===== src/rtl/decode_queue_if.sv =====
// rtl/decode_queue_if.sv - fetch/execute handshake and decoded-bundle bus for decode_queue
//
// Purpose: bundles the fetch-side request, the execute-side decoded bundle
// and the flush/sys_done controls into one port.
// Ports (slave = decoder side):
//   in_valid/in_ready/in_code/in_pc   fetch handshake
//   out_valid/out_ready + bundle      head of the decoded-bundle FIFO
//   flush, sys_done                   pipeline controls from execute
`ifndef DECODE_QUEUE_DEFS
`define DECODE_QUEUE_DEFS
`define ALU_OP_WIDTH    5
`define ALU_OP_NONE     5'd0
`define ALU_OP_ADD      5'd1
`define ALU_OP_SUB      5'd2
`define ALU_OP_SLL      5'd3
`define ALU_OP_SLT      5'd4
`define ALU_OP_SLTU     5'd5
`define ALU_OP_XOR      5'd6
`define ALU_OP_SRL      5'd7
`define ALU_OP_SRA      5'd8
`define ALU_OP_OR       5'd9
`define ALU_OP_AND      5'd10
`define ALU_OP_EQ       5'd11
`define ALU_OP_NE       5'd12
`define ALU_OP_LT       5'd13
`define ALU_OP_GE       5'd14
`define ALU_OP_LTU      5'd15
`define ALU_OP_GEU      5'd16
`define SEL_SRC_A_WIDTH 2
`define SEL_SRC_A_REG   2'd0
`define SEL_SRC_A_PC    2'd1
`define SEL_SRC_A_IMM   2'd2
`define SEL_SRC_B_WIDTH 2
`define SEL_SRC_B_REG   2'd0
`define SEL_SRC_B_IMM   2'd1
`define SEL_SRC_B_FOUR  2'd2
`define SEL_PC_WIDTH    3
`define SEL_PC_ADD4     3'd0
`define SEL_PC_JAL      3'd1
`define SEL_PC_JALR     3'd2
`define SEL_PC_MTVEC    3'd3
`define SEL_PC_MEPC     3'd4
`endif

interface decode_queue_if #(
  parameter int XLEN = 32
);
  logic                        in_valid;
  logic                        in_ready;
  logic [31:0]                 in_code;
  logic [XLEN-1:0]             in_pc;
  logic                        out_valid;
  logic                        out_ready;
  logic [XLEN-1:0]             out_pc;
  logic [4:0]                  rs1_num;
  logic [4:0]                  rs2_num;
  logic [4:0]                  rd_num;
  logic [XLEN-1:0]             imm;
  logic [`ALU_OP_WIDTH-1:0]    alu_op_sel;
  logic [`SEL_SRC_A_WIDTH-1:0] src_a_sel;
  logic [`SEL_SRC_B_WIDTH-1:0] src_b_sel;
  logic [`SEL_PC_WIDTH-1:0]    pc_sel;
  logic                        wb_reg;
  logic                        is_mext;
  logic [2:0]                  m_op;
  logic [2:0]                  csr_op;
  logic [11:0]                 csr_addr;
  logic                        illegal;
  logic                        flush;
  logic                        sys_done;

  modport master (
    output in_valid, in_code, in_pc, out_ready, flush, sys_done,
    input  in_ready, out_valid, out_pc, rs1_num, rs2_num, rd_num, imm,
           alu_op_sel, src_a_sel, src_b_sel, pc_sel, wb_reg, is_mext,
           m_op, csr_op, csr_addr, illegal
  );

  modport slave (
    input  in_valid, in_code, in_pc, out_ready, flush, sys_done,
    output in_ready, out_valid, out_pc, rs1_num, rs2_num, rd_num, imm,
           alu_op_sel, src_a_sel, src_b_sel, pc_sel, wb_reg, is_mext,
           m_op, csr_op, csr_addr, illegal
  );
endinterface


===== src/rtl/decode_queue.sv =====
// rtl/decode_queue.sv - registered RV32I(+M) decoder with a DEPTH-entry bundle FIFO
//
// Purpose: decodes {code, pc} from fetch, queues decoded bundles for execute,
// flags illegal instructions and serialises SYSTEM/FENCE/illegal instructions.
// Ports:
//   clk    clock
//   rst_n  synchronous active-low reset
//   bus    decode_queue_if.slave: fetch handshake, head bundle, flush, sys_done
`ifndef DECODE_QUEUE_DEFS
`define DECODE_QUEUE_DEFS
`define ALU_OP_WIDTH    5
`define ALU_OP_NONE     5'd0
`define ALU_OP_ADD      5'd1
`define ALU_OP_SUB      5'd2
`define ALU_OP_SLL      5'd3
`define ALU_OP_SLT      5'd4
`define ALU_OP_SLTU     5'd5
`define ALU_OP_XOR      5'd6
`define ALU_OP_SRL      5'd7
`define ALU_OP_SRA      5'd8
`define ALU_OP_OR       5'd9
`define ALU_OP_AND      5'd10
`define ALU_OP_EQ       5'd11
`define ALU_OP_NE       5'd12
`define ALU_OP_LT       5'd13
`define ALU_OP_GE       5'd14
`define ALU_OP_LTU      5'd15
`define ALU_OP_GEU      5'd16
`define SEL_SRC_A_WIDTH 2
`define SEL_SRC_A_REG   2'd0
`define SEL_SRC_A_PC    2'd1
`define SEL_SRC_A_IMM   2'd2
`define SEL_SRC_B_WIDTH 2
`define SEL_SRC_B_REG   2'd0
`define SEL_SRC_B_IMM   2'd1
`define SEL_SRC_B_FOUR  2'd2
`define SEL_PC_WIDTH    3
`define SEL_PC_ADD4     3'd0
`define SEL_PC_JAL      3'd1
`define SEL_PC_JALR     3'd2
`define SEL_PC_MTVEC    3'd3
`define SEL_PC_MEPC     3'd4
`endif

module decode_queue #(
  parameter int XLEN     = 32,
  parameter int DEPTH    = 2,
  parameter int ENABLE_M = 0
) (
  input  logic         clk,
  input  logic         rst_n,
  decode_queue_if.slave bus
);

  localparam int PTR_W = (DEPTH > 1) ? $clog2(DEPTH) : 1;
  localparam int CNT_W = $clog2(DEPTH + 1);

  localparam logic [6:0] OPC_LUI    = 7'b0110111;
  localparam logic [6:0] OPC_AUIPC  = 7'b0010111;
  localparam logic [6:0] OPC_JAL    = 7'b1101111;
  localparam logic [6:0] OPC_JALR   = 7'b1100111;
  localparam logic [6:0] OPC_BRANCH = 7'b1100011;
  localparam logic [6:0] OPC_LOAD   = 7'b0000011;
  localparam logic [6:0] OPC_STORE  = 7'b0100011;
  localparam logic [6:0] OPC_OPIMM  = 7'b0010011;
  localparam logic [6:0] OPC_OP     = 7'b0110011;
  localparam logic [6:0] OPC_MISC   = 7'b0001111;
  localparam logic [6:0] OPC_SYSTEM = 7'b1110011;

  localparam logic [31:0] CODE_ECALL = 32'h0000_0073;
  localparam logic [31:0] CODE_MRET  = 32'h3020_0073;

  typedef struct packed {
    logic [XLEN-1:0]             pc;
    logic [4:0]                  rs1;
    logic [4:0]                  rs2;
    logic [4:0]                  rd;
    logic [XLEN-1:0]             imm;
    logic [`ALU_OP_WIDTH-1:0]    alu;
    logic [`SEL_SRC_A_WIDTH-1:0] src_a;
    logic [`SEL_SRC_B_WIDTH-1:0] src_b;
    logic [`SEL_PC_WIDTH-1:0]    pc_sel;
    logic                        wb;
    logic                        mext;
    logic [2:0]                  m_op;
    logic [2:0]                  csr_op;
    logic [11:0]                 csr_addr;
    logic                        illegal;
  } bundle_t;

  typedef enum logic {ST_RUN, ST_SERIAL} state_t;

  function automatic logic [XLEN-1:0] sext32(input logic [31:0] v);
    return XLEN'($signed(v));
  endfunction

  // ---------------- decode (combinational on in_code) ----------------
  logic [31:0] code;
  logic [6:0]  opcode;
  logic [2:0]  f3;
  logic [6:0]  f7;
  logic [31:0] imm_i, imm_s, imm_b, imm_u, imm_j;
  logic        bad;
  logic        is_shift;
  bundle_t     dec;

  assign code   = bus.in_code;
  assign opcode = code[6:0];
  assign f3     = code[14:12];
  assign f7     = code[31:25];
  assign imm_i  = {{20{code[31]}}, code[31:20]};
  assign imm_s  = {{20{code[31]}}, code[31:25], code[11:7]};
  assign imm_b  = {{19{code[31]}}, code[31], code[7], code[30:25], code[11:8], 1'b0};
  assign imm_u  = {code[31:12], 12'b0};
  assign imm_j  = {{11{code[31]}}, code[31], code[19:12], code[20], code[30:21], 1'b0};
  assign is_shift = (f3 == 3'b001) || (f3 == 3'b101);

  always_comb begin
    bad = 1'b0;
    if (code[1:0] != 2'b11) bad = 1'b1;
    case (opcode)
      OPC_LUI, OPC_AUIPC, OPC_JAL, OPC_JALR, OPC_LOAD, OPC_STORE,
      OPC_MISC, OPC_SYSTEM: ;
      OPC_BRANCH: if (f3 == 3'b010 || f3 == 3'b011) bad = 1'b1;
      // func7 only exists for the shift forms; other OP-IMM top bits are immediate
      OPC_OPIMM: if (is_shift) begin
        if (f7 != 7'b0000000 && f7 != 7'b0100000) bad = 1'b1;
        if (f7 == 7'b0100000 && f3 != 3'b101) bad = 1'b1;
      end
      OPC_OP: begin
        if (f7 != 7'b0000000 && f7 != 7'b0100000 && f7 != 7'b0000001) bad = 1'b1;
        if (f7 == 7'b0100000 && f3 != 3'b000 && f3 != 3'b101) bad = 1'b1;
        if (f7 == 7'b0000001 && ENABLE_M == 0) bad = 1'b1;
      end
      default: bad = 1'b1;
    endcase
  end

  always_comb begin
    dec         = '0;
    dec.pc      = bus.in_pc;
    dec.illegal = bad;
    if (!bad) begin
      case (opcode)
        OPC_LUI: begin
          // rs2 stays 0, so src_b reads x0 and the ALU passes the immediate
          dec.rd = code[11:7]; dec.imm = sext32(imm_u);
          dec.alu = `ALU_OP_ADD; dec.src_a = `SEL_SRC_A_IMM; dec.src_b = `SEL_SRC_B_REG;
          dec.wb = 1'b1;
        end
        OPC_AUIPC: begin
          dec.rd = code[11:7]; dec.imm = sext32(imm_u);
          dec.alu = `ALU_OP_ADD; dec.src_a = `SEL_SRC_A_PC; dec.src_b = `SEL_SRC_B_IMM;
          dec.wb = 1'b1;
        end
        OPC_JAL: begin
          dec.rd = code[11:7]; dec.imm = sext32(imm_j);
          dec.alu = `ALU_OP_ADD; dec.src_a = `SEL_SRC_A_PC; dec.src_b = `SEL_SRC_B_FOUR;
          dec.pc_sel = `SEL_PC_JAL; dec.wb = 1'b1;
        end
        OPC_JALR: begin
          dec.rd = code[11:7]; dec.rs1 = code[19:15]; dec.imm = sext32(imm_i);
          dec.alu = `ALU_OP_ADD; dec.src_a = `SEL_SRC_A_PC; dec.src_b = `SEL_SRC_B_FOUR;
          dec.pc_sel = `SEL_PC_JALR; dec.wb = 1'b1;
        end
        OPC_BRANCH: begin
          dec.rs1 = code[19:15]; dec.rs2 = code[24:20]; dec.imm = sext32(imm_b);
          case (f3)
            3'b000:  dec.alu = `ALU_OP_EQ;
            3'b001:  dec.alu = `ALU_OP_NE;
            3'b100:  dec.alu = `ALU_OP_LT;
            3'b101:  dec.alu = `ALU_OP_GE;
            3'b110:  dec.alu = `ALU_OP_LTU;
            default: dec.alu = `ALU_OP_GEU;
          endcase
        end
        OPC_LOAD: begin
          dec.rd = code[11:7]; dec.rs1 = code[19:15]; dec.imm = sext32(imm_i);
          dec.alu = `ALU_OP_ADD; dec.src_b = `SEL_SRC_B_IMM; dec.wb = 1'b1;
        end
        OPC_STORE: begin
          dec.rs1 = code[19:15]; dec.rs2 = code[24:20]; dec.imm = sext32(imm_s);
          dec.alu = `ALU_OP_ADD; dec.src_b = `SEL_SRC_B_IMM;
        end
        OPC_OPIMM, OPC_OP: begin
          dec.rd = code[11:7]; dec.rs1 = code[19:15]; dec.wb = 1'b1;
          if (opcode == OPC_OPIMM) begin
            dec.imm = sext32(imm_i); dec.src_b = `SEL_SRC_B_IMM;
          end else begin
            dec.rs2 = code[24:20];
          end
          if (opcode == OPC_OP && f7 == 7'b0000001) begin
            dec.mext = 1'b1; dec.m_op = f3;
          end else begin
            case (f3)
              3'b000:  dec.alu = (opcode == OPC_OP && f7[5]) ? `ALU_OP_SUB : `ALU_OP_ADD;
              3'b001:  dec.alu = `ALU_OP_SLL;
              3'b010:  dec.alu = `ALU_OP_SLT;
              3'b011:  dec.alu = `ALU_OP_SLTU;
              3'b100:  dec.alu = `ALU_OP_XOR;
              3'b101:  dec.alu = f7[5] ? `ALU_OP_SRA : `ALU_OP_SRL;
              3'b110:  dec.alu = `ALU_OP_OR;
              default: dec.alu = `ALU_OP_AND;
            endcase
          end
        end
        OPC_SYSTEM: begin
          dec.csr_addr = code[31:20];
          if (f3 != 3'b000) begin
            dec.csr_op = f3; dec.rd = code[11:7]; dec.rs1 = code[19:15]; dec.wb = 1'b1;
          end else if (code == CODE_ECALL) begin
            dec.pc_sel = `SEL_PC_MTVEC;
          end else if (code == CODE_MRET) begin
            dec.pc_sel = `SEL_PC_MEPC;
          end
        end
        default: ;
      endcase
    end
  end

  // ---------------- FIFO + serialising FSM ----------------
  bundle_t           mem [DEPTH];
  logic [PTR_W-1:0]  wr_ptr, rd_ptr;
  logic [CNT_W-1:0]  count;
  state_t            state, state_nx;
  logic              enq, deq, serialising, in_ready;
  bundle_t           head;

  assign enq         = bus.in_valid && in_ready;
  assign deq         = bus.out_valid && bus.out_ready;
  assign serialising = dec.illegal || opcode == OPC_SYSTEM || opcode == OPC_MISC;

  function automatic logic [PTR_W-1:0] ptr_inc(input logic [PTR_W-1:0] p);
    return (p == PTR_W'(DEPTH - 1)) ? '0 : p + 1'b1;
  endfunction

  always_ff @(posedge clk) begin
    if (!rst_n) begin
      state <= ST_RUN;
    end else begin
      state <= state_nx;
    end
  end

  always_comb begin
    state_nx = state;
    if (bus.flush) begin
      state_nx = ST_RUN;
    end else begin
      case (state)
        ST_RUN:    if (enq && serialising) state_nx = ST_SERIAL;
        ST_SERIAL: if (bus.sys_done) state_nx = ST_RUN;
        default:   state_nx = ST_RUN;
      endcase
    end
  end

  // rst_n gates in_ready so nothing is taken during the reset cycle
  always_comb begin
    in_ready = rst_n && (state == ST_RUN) && (count < CNT_W'(DEPTH)) && !bus.flush;
  end

  always_ff @(posedge clk) begin
    if (!rst_n) begin
      wr_ptr <= '0;
      rd_ptr <= '0;
      count  <= '0;
      for (int i = 0; i < DEPTH; i++) mem[i] <= '0;
    end else if (bus.flush) begin
      wr_ptr <= '0;
      rd_ptr <= '0;
      count  <= '0;
    end else begin
      if (enq) begin
        mem[wr_ptr] <= dec;
        wr_ptr      <= ptr_inc(wr_ptr);
      end
      if (deq) rd_ptr <= ptr_inc(rd_ptr);
      case ({enq, deq})
        2'b10:   count <= count + 1'b1;
        2'b01:   count <= count - 1'b1;
        default: count <= count;
      endcase
    end
  end

  assign head           = mem[rd_ptr];
  assign bus.in_ready   = in_ready;
  assign bus.out_valid  = (count != '0);
  assign bus.out_pc     = head.pc;
  assign bus.rs1_num    = head.rs1;
  assign bus.rs2_num    = head.rs2;
  assign bus.rd_num     = head.rd;
  assign bus.imm        = head.imm;
  assign bus.alu_op_sel = head.alu;
  assign bus.src_a_sel  = head.src_a;
  assign bus.src_b_sel  = head.src_b;
  assign bus.pc_sel     = head.pc_sel;
  assign bus.wb_reg     = head.wb;
  assign bus.is_mext    = head.mext;
  assign bus.m_op       = head.m_op;
  assign bus.csr_op     = head.csr_op;
  assign bus.csr_addr   = head.csr_addr;
  assign bus.illegal    = head.illegal;

endmodule


===== src/flat_wrapper.sv =====
// flat-port wrapper written by rule: the top's interface ports become plain ports
module decode_queue_flat 
#(
  parameter int XLEN     = 32,
  parameter int DEPTH    = 2,
  parameter int ENABLE_M = 0
)
  (clk, rst_n, bus_in_valid, bus_in_code, bus_in_pc, bus_out_ready, bus_flush, bus_sys_done, bus_in_ready, bus_out_valid, bus_out_pc, bus_rs1_num, bus_rs2_num, bus_rd_num, bus_imm, bus_alu_op_sel, bus_src_a_sel, bus_src_b_sel, bus_pc_sel, bus_wb_reg, bus_is_mext, bus_m_op, bus_csr_op, bus_csr_addr, bus_illegal);
  decode_queue_if #(.XLEN(XLEN)) bus_i ();
  input  logic clk;
  input  logic rst_n;
  input wire logic [$bits(bus_i.in_valid)-1:0] bus_in_valid;
  input wire logic [$bits(bus_i.in_code)-1:0] bus_in_code;
  input wire logic [$bits(bus_i.in_pc)-1:0] bus_in_pc;
  input wire logic [$bits(bus_i.out_ready)-1:0] bus_out_ready;
  input wire logic [$bits(bus_i.flush)-1:0] bus_flush;
  input wire logic [$bits(bus_i.sys_done)-1:0] bus_sys_done;
  output wire logic [$bits(bus_i.in_ready)-1:0] bus_in_ready;
  output wire logic [$bits(bus_i.out_valid)-1:0] bus_out_valid;
  output wire logic [$bits(bus_i.out_pc)-1:0] bus_out_pc;
  output wire logic [$bits(bus_i.rs1_num)-1:0] bus_rs1_num;
  output wire logic [$bits(bus_i.rs2_num)-1:0] bus_rs2_num;
  output wire logic [$bits(bus_i.rd_num)-1:0] bus_rd_num;
  output wire logic [$bits(bus_i.imm)-1:0] bus_imm;
  output wire logic [$bits(bus_i.alu_op_sel)-1:0] bus_alu_op_sel;
  output wire logic [$bits(bus_i.src_a_sel)-1:0] bus_src_a_sel;
  output wire logic [$bits(bus_i.src_b_sel)-1:0] bus_src_b_sel;
  output wire logic [$bits(bus_i.pc_sel)-1:0] bus_pc_sel;
  output wire logic [$bits(bus_i.wb_reg)-1:0] bus_wb_reg;
  output wire logic [$bits(bus_i.is_mext)-1:0] bus_is_mext;
  output wire logic [$bits(bus_i.m_op)-1:0] bus_m_op;
  output wire logic [$bits(bus_i.csr_op)-1:0] bus_csr_op;
  output wire logic [$bits(bus_i.csr_addr)-1:0] bus_csr_addr;
  output wire logic [$bits(bus_i.illegal)-1:0] bus_illegal;
  assign bus_i.in_valid = bus_in_valid;
  assign bus_i.in_code = bus_in_code;
  assign bus_i.in_pc = bus_in_pc;
  assign bus_i.out_ready = bus_out_ready;
  assign bus_i.flush = bus_flush;
  assign bus_i.sys_done = bus_sys_done;
  assign bus_in_ready = bus_i.in_ready;
  assign bus_out_valid = bus_i.out_valid;
  assign bus_out_pc = bus_i.out_pc;
  assign bus_rs1_num = bus_i.rs1_num;
  assign bus_rs2_num = bus_i.rs2_num;
  assign bus_rd_num = bus_i.rd_num;
  assign bus_imm = bus_i.imm;
  assign bus_alu_op_sel = bus_i.alu_op_sel;
  assign bus_src_a_sel = bus_i.src_a_sel;
  assign bus_src_b_sel = bus_i.src_b_sel;
  assign bus_pc_sel = bus_i.pc_sel;
  assign bus_wb_reg = bus_i.wb_reg;
  assign bus_is_mext = bus_i.is_mext;
  assign bus_m_op = bus_i.m_op;
  assign bus_csr_op = bus_i.csr_op;
  assign bus_csr_addr = bus_i.csr_addr;
  assign bus_illegal = bus_i.illegal;
  decode_queue #(.XLEN(XLEN), .DEPTH(DEPTH), .ENABLE_M(ENABLE_M)) u_core (.clk(clk), .rst_n(rst_n), .bus(bus_i));
endmodule

===== config.mk =====
export PLATFORM = sky130hd
export DESIGN_NAME = decode_queue_flat
export DESIGN_NICKNAME = d
export VERILOG_FILES = /design/src/rtl/decode_queue_if.sv /design/src/rtl/decode_queue.sv /design/src/flat_wrapper.sv
export SDC_FILE = /design/constraint.sdc
export NUM_CORES = 1
export LEC_CHECK = 0
export BUFFER_PORTS_ARGS = -buffer_cell sky130_fd_sc_hd__buf_2
export CAP_MARGIN = 0
export CORE_ASPECT_RATIO = 0.75
export CORE_MARGIN = 5
export CORE_UTILIZATION = 51
export DETAILED_ROUTE_END_ITERATION = 10
export PLACE_DENSITY = 0.76
export SETUP_SLACK_MARGIN = 0.02
export SLEW_MARGIN = 20
export SYNTH_ARGS = -nofsm -noshare
export SYNTH_HDL_FRONTEND = slang
export SYNTH_SLANG_ARGS = --single-unit

===== constraint.sdc =====
create_clock -name clk -period 4.25 [get_ports clk]
set_input_delay 0.425 -clock clk [delete_from_list [all_inputs] [get_ports clk]]
set_output_delay 0.425 -clock clk [all_outputs]
set_load 0.1 [all_outputs]

==> flow_metrics.tcl <==
set metrics [dict create \
    status "finished, final reports clean" \
    layout-drive-gt1-share_pct 37.1 \
    synthTopCellsByArea "edfxtp_1 63%, mux2_2 12%, and2_1 6.3%" \
    cts_tree "done" \
    final_util_pct 61.1 \
    ys_seq_area_share_pct 63.7 \
    min_period_ps 2890 \
    finClkSkew_ps 6.51 \
    setup_viol 0 \
    drt_iter0_drc 626 \
    seqPwrFrac_pct 46.9 \
    gr-usage-all-layers_pct 21.3 \
    io_buffers 183 \
    relSlewSlack_pct 43.0 \
    core_area_mm2 0.0210 \
    power.density_mw_per_mm2 432 \
    synthCells 803 \
    power.switching_uw 1450 \
    syn_area_mm2 0.0107 \
    holdCritPathClass "primary input to flop" \
    crit_fanout 50 \
    root_buffer "clkbuf_16" \
    ys_ff_latch 230 \
    h-tree-depth 1 \
    synth-simple-area-share_pct 17.1 \
    globalRouteMet1Util_pct 32.5 \
    fillerInstances 1697 \
    path_class "flop to primary output" \
    cp-end-kind "primary output" \
    leakage_uw 0.00498 \
    use_met3_pct 3.71 \
    synth_xor_area_share_pct 0.326 \
    power_uw 5530 \
    yosysTopAreaCell "edfxtp_1" \
    critPathRequiredTime_ps 3830 \
    hpwl_um 17400 \
    finalWirelength_um 26000 \
    worst_pin_slew_ps 852 \
    routedWlPerCell_um 20.2 \
    synth_cell_types 64 \
    fin_setup_tns_ps 0 \
    grt_max_degree 60 \
    muxShareOfSynthArea_pct 11.7 \
    drc_errors 0 \
    clock_latency_ps 510 \
    hold_slack_ps 204 \
    startpoint_type "flop" \
    die_h_um 136 \
    cts_made_buffers 23 \
    rr_worst_depth 5 \
    finalWeightedCongestion 0.956 \
    synth_compound_area_share_pct 4.65 \
    grt_pass1_wl_um 40100 \
    cts.reportedPaths.clkPinSlew_ps 70 \
    fin_crit_sh_pct 68.0 \
    antenna_found_initial 0 \
    cts_num_sinks 230 \
    yosysTopAreaCellShare_pct 62.6 \
    diodes 0 \
    synth_area_per_cell_um2 13.4 \
    drtAntennaViolNets 0 \
    dieArea_mm2 0.0241 \
    cts_max_path_buffers 3 \
    grt_setup_unrepaired "false" \
    gr-usage-met2_pct 32.2 \
    ys_warn_count 0 \
    max_cap_violations 0 \
    grt_pass1_vias 7068 \
    num_rows 46 \
    synth_fa_ha_area_share_pct 0.116 \
    vdd_drop_max_mv 0.387 \
    drt-pass1-iter-count 5 \
    synthArstFlopShare_pct 0 \
    synth_top_family_by_area "simple AND/OR/NAND/NOR gates" \
    syn_to_final_growth_pct 19.2 \
    fmax_ghz 0.346 \
    power.share.combinational_pct 12.6 \
    synth_edf_count 224 \
    ios 184 \
    vias 7156 \
    min_path_cells 2 \
    p_clk_share_pct 40.5 \
    grt_most_used_layer "met1" \
    die_w_um 178 \
    switching_share_pct 26.2 \
    slew_viol_final 0 \
    layout.nets 1053 \
    arrival_ps 2470 \
    post-cts-setup-buffers 0 \
    cts_hold_buf 0 \
    grt.overflow.total 0 \
    internal-power_uw 4080 \
    cts_resized 0 \
    initial_core_util_pct 51.3 \
    ys.flop_type "edfxtp_1" \
    via_per_inst 5.56 \
    hold_viol 0 \
]
==> cell usage in the layout, fill, tap and decap left out, types with 14 or more instances in the layout <==
cell type,n
edfxtp_1,224
buf_2,183
mux2_2,112
and2_1,108
nor2_1,88
a21oi_1,37
nand2_1,36
clkbuf_16,23
and3_1,15
nor3_1,14
==> power groups by stage <==
stage	registers (µW)	clock network, µW	logic (µW)
floorplan	2630	0	542
global placement	2630	0	696
detailed placement	2640	0	697
CTS	2590	2280	699
global route	2600	2370	726
finish	2590	2240	697
==> area by class of cell <==
cell class                      instances  area, µm²  share of cell area, %
Timing Repair Buffer                  194       1040                   8.09
Tap cell                              288        360                   2.81
Multi-Input combinational cell        529       3700                   28.9
Inverter                                4       15.0                  0.117
Sequential cell                       230       6850                   53.5
Clock buffer                           25        593                   4.63
Clock inverter                         17        253                   1.97
==> per-stage QoR <==
stage	area, µm²	setup slack [ps]	std cells
after floorplan	10800	390	810
after global placement	12000	1600	1245
after detailed placement	12000	1540	1245
after CTS	12800	1310	1287
after global routing	12800	1260	1287
final	12800	1360	1287
==> critical path: stages, from the launching register on <==
cell and delay (ps):
dfxtp_4 830, buf_4 410, mux2_2 390, buf_2 300
==> synthesized netlist by cell type (all sizes together), types with 4 or more instances <==
cell and count:
nand4 4, nor4 7, nand2 38, o21ai 8
edfxtp 224, a21oi 37, nor2b 7, nor3 15
nand3 7, nand2b 11, a22oi 4, and3 15
inv 4, and2 108, buf 17, mux2 112
or2 7, nor2 89, clkbuf 30, a211oi 6
dfxtp 6
==> logic make-up (layout without fill, tap and decap cells) <==
logic type,Yosys count,count (layout)
AO/OA/AOI/OAI,78,78
XOR/XNOR,4,4
adder cells (fa/ha/maj),1,1
buffers and inverters,51,240
flip-flops,230,230
multiplexers,112,112
other,1,8
AND/OR/NAND/NOR,326,326
==> routing by layer <==
layer,up-vias,part of all wire [%]
met5,-,0
met4,0,2.2
met3,41,9.5
met2,354,44
met1,3470,44
li1,3291,-
==> worst paths after layout <==
kind                                              startpoint                          endpoint  slack (ps)
worst max-delay path                                    flop                     bus_csr_op[1]        1360
worst min-delay path                           bus_in_pc[25]  u_core.mem[1][105]$_SDFFCE_PN0P_         200
worst max register to register  u_core.count[1]$_SDFFE_PP0P_   u_core.mem[1][58]$_SDFFCE_PN0P_        1720
worst min register to register    u_core.rd_ptr$_SDFFE_PP0P_        u_core.rd_ptr$_SDFFE_PP0P_         520
==> flip-flops by register name (all words and copies together), names as in the netlist, named ones only <==
signal,count
u_core.rd_ptr,1
u_core.wr_ptr,1
u_core.mem,224
u_core.count,2
u_core.state,1
Power figures use the tool's default switching activity.
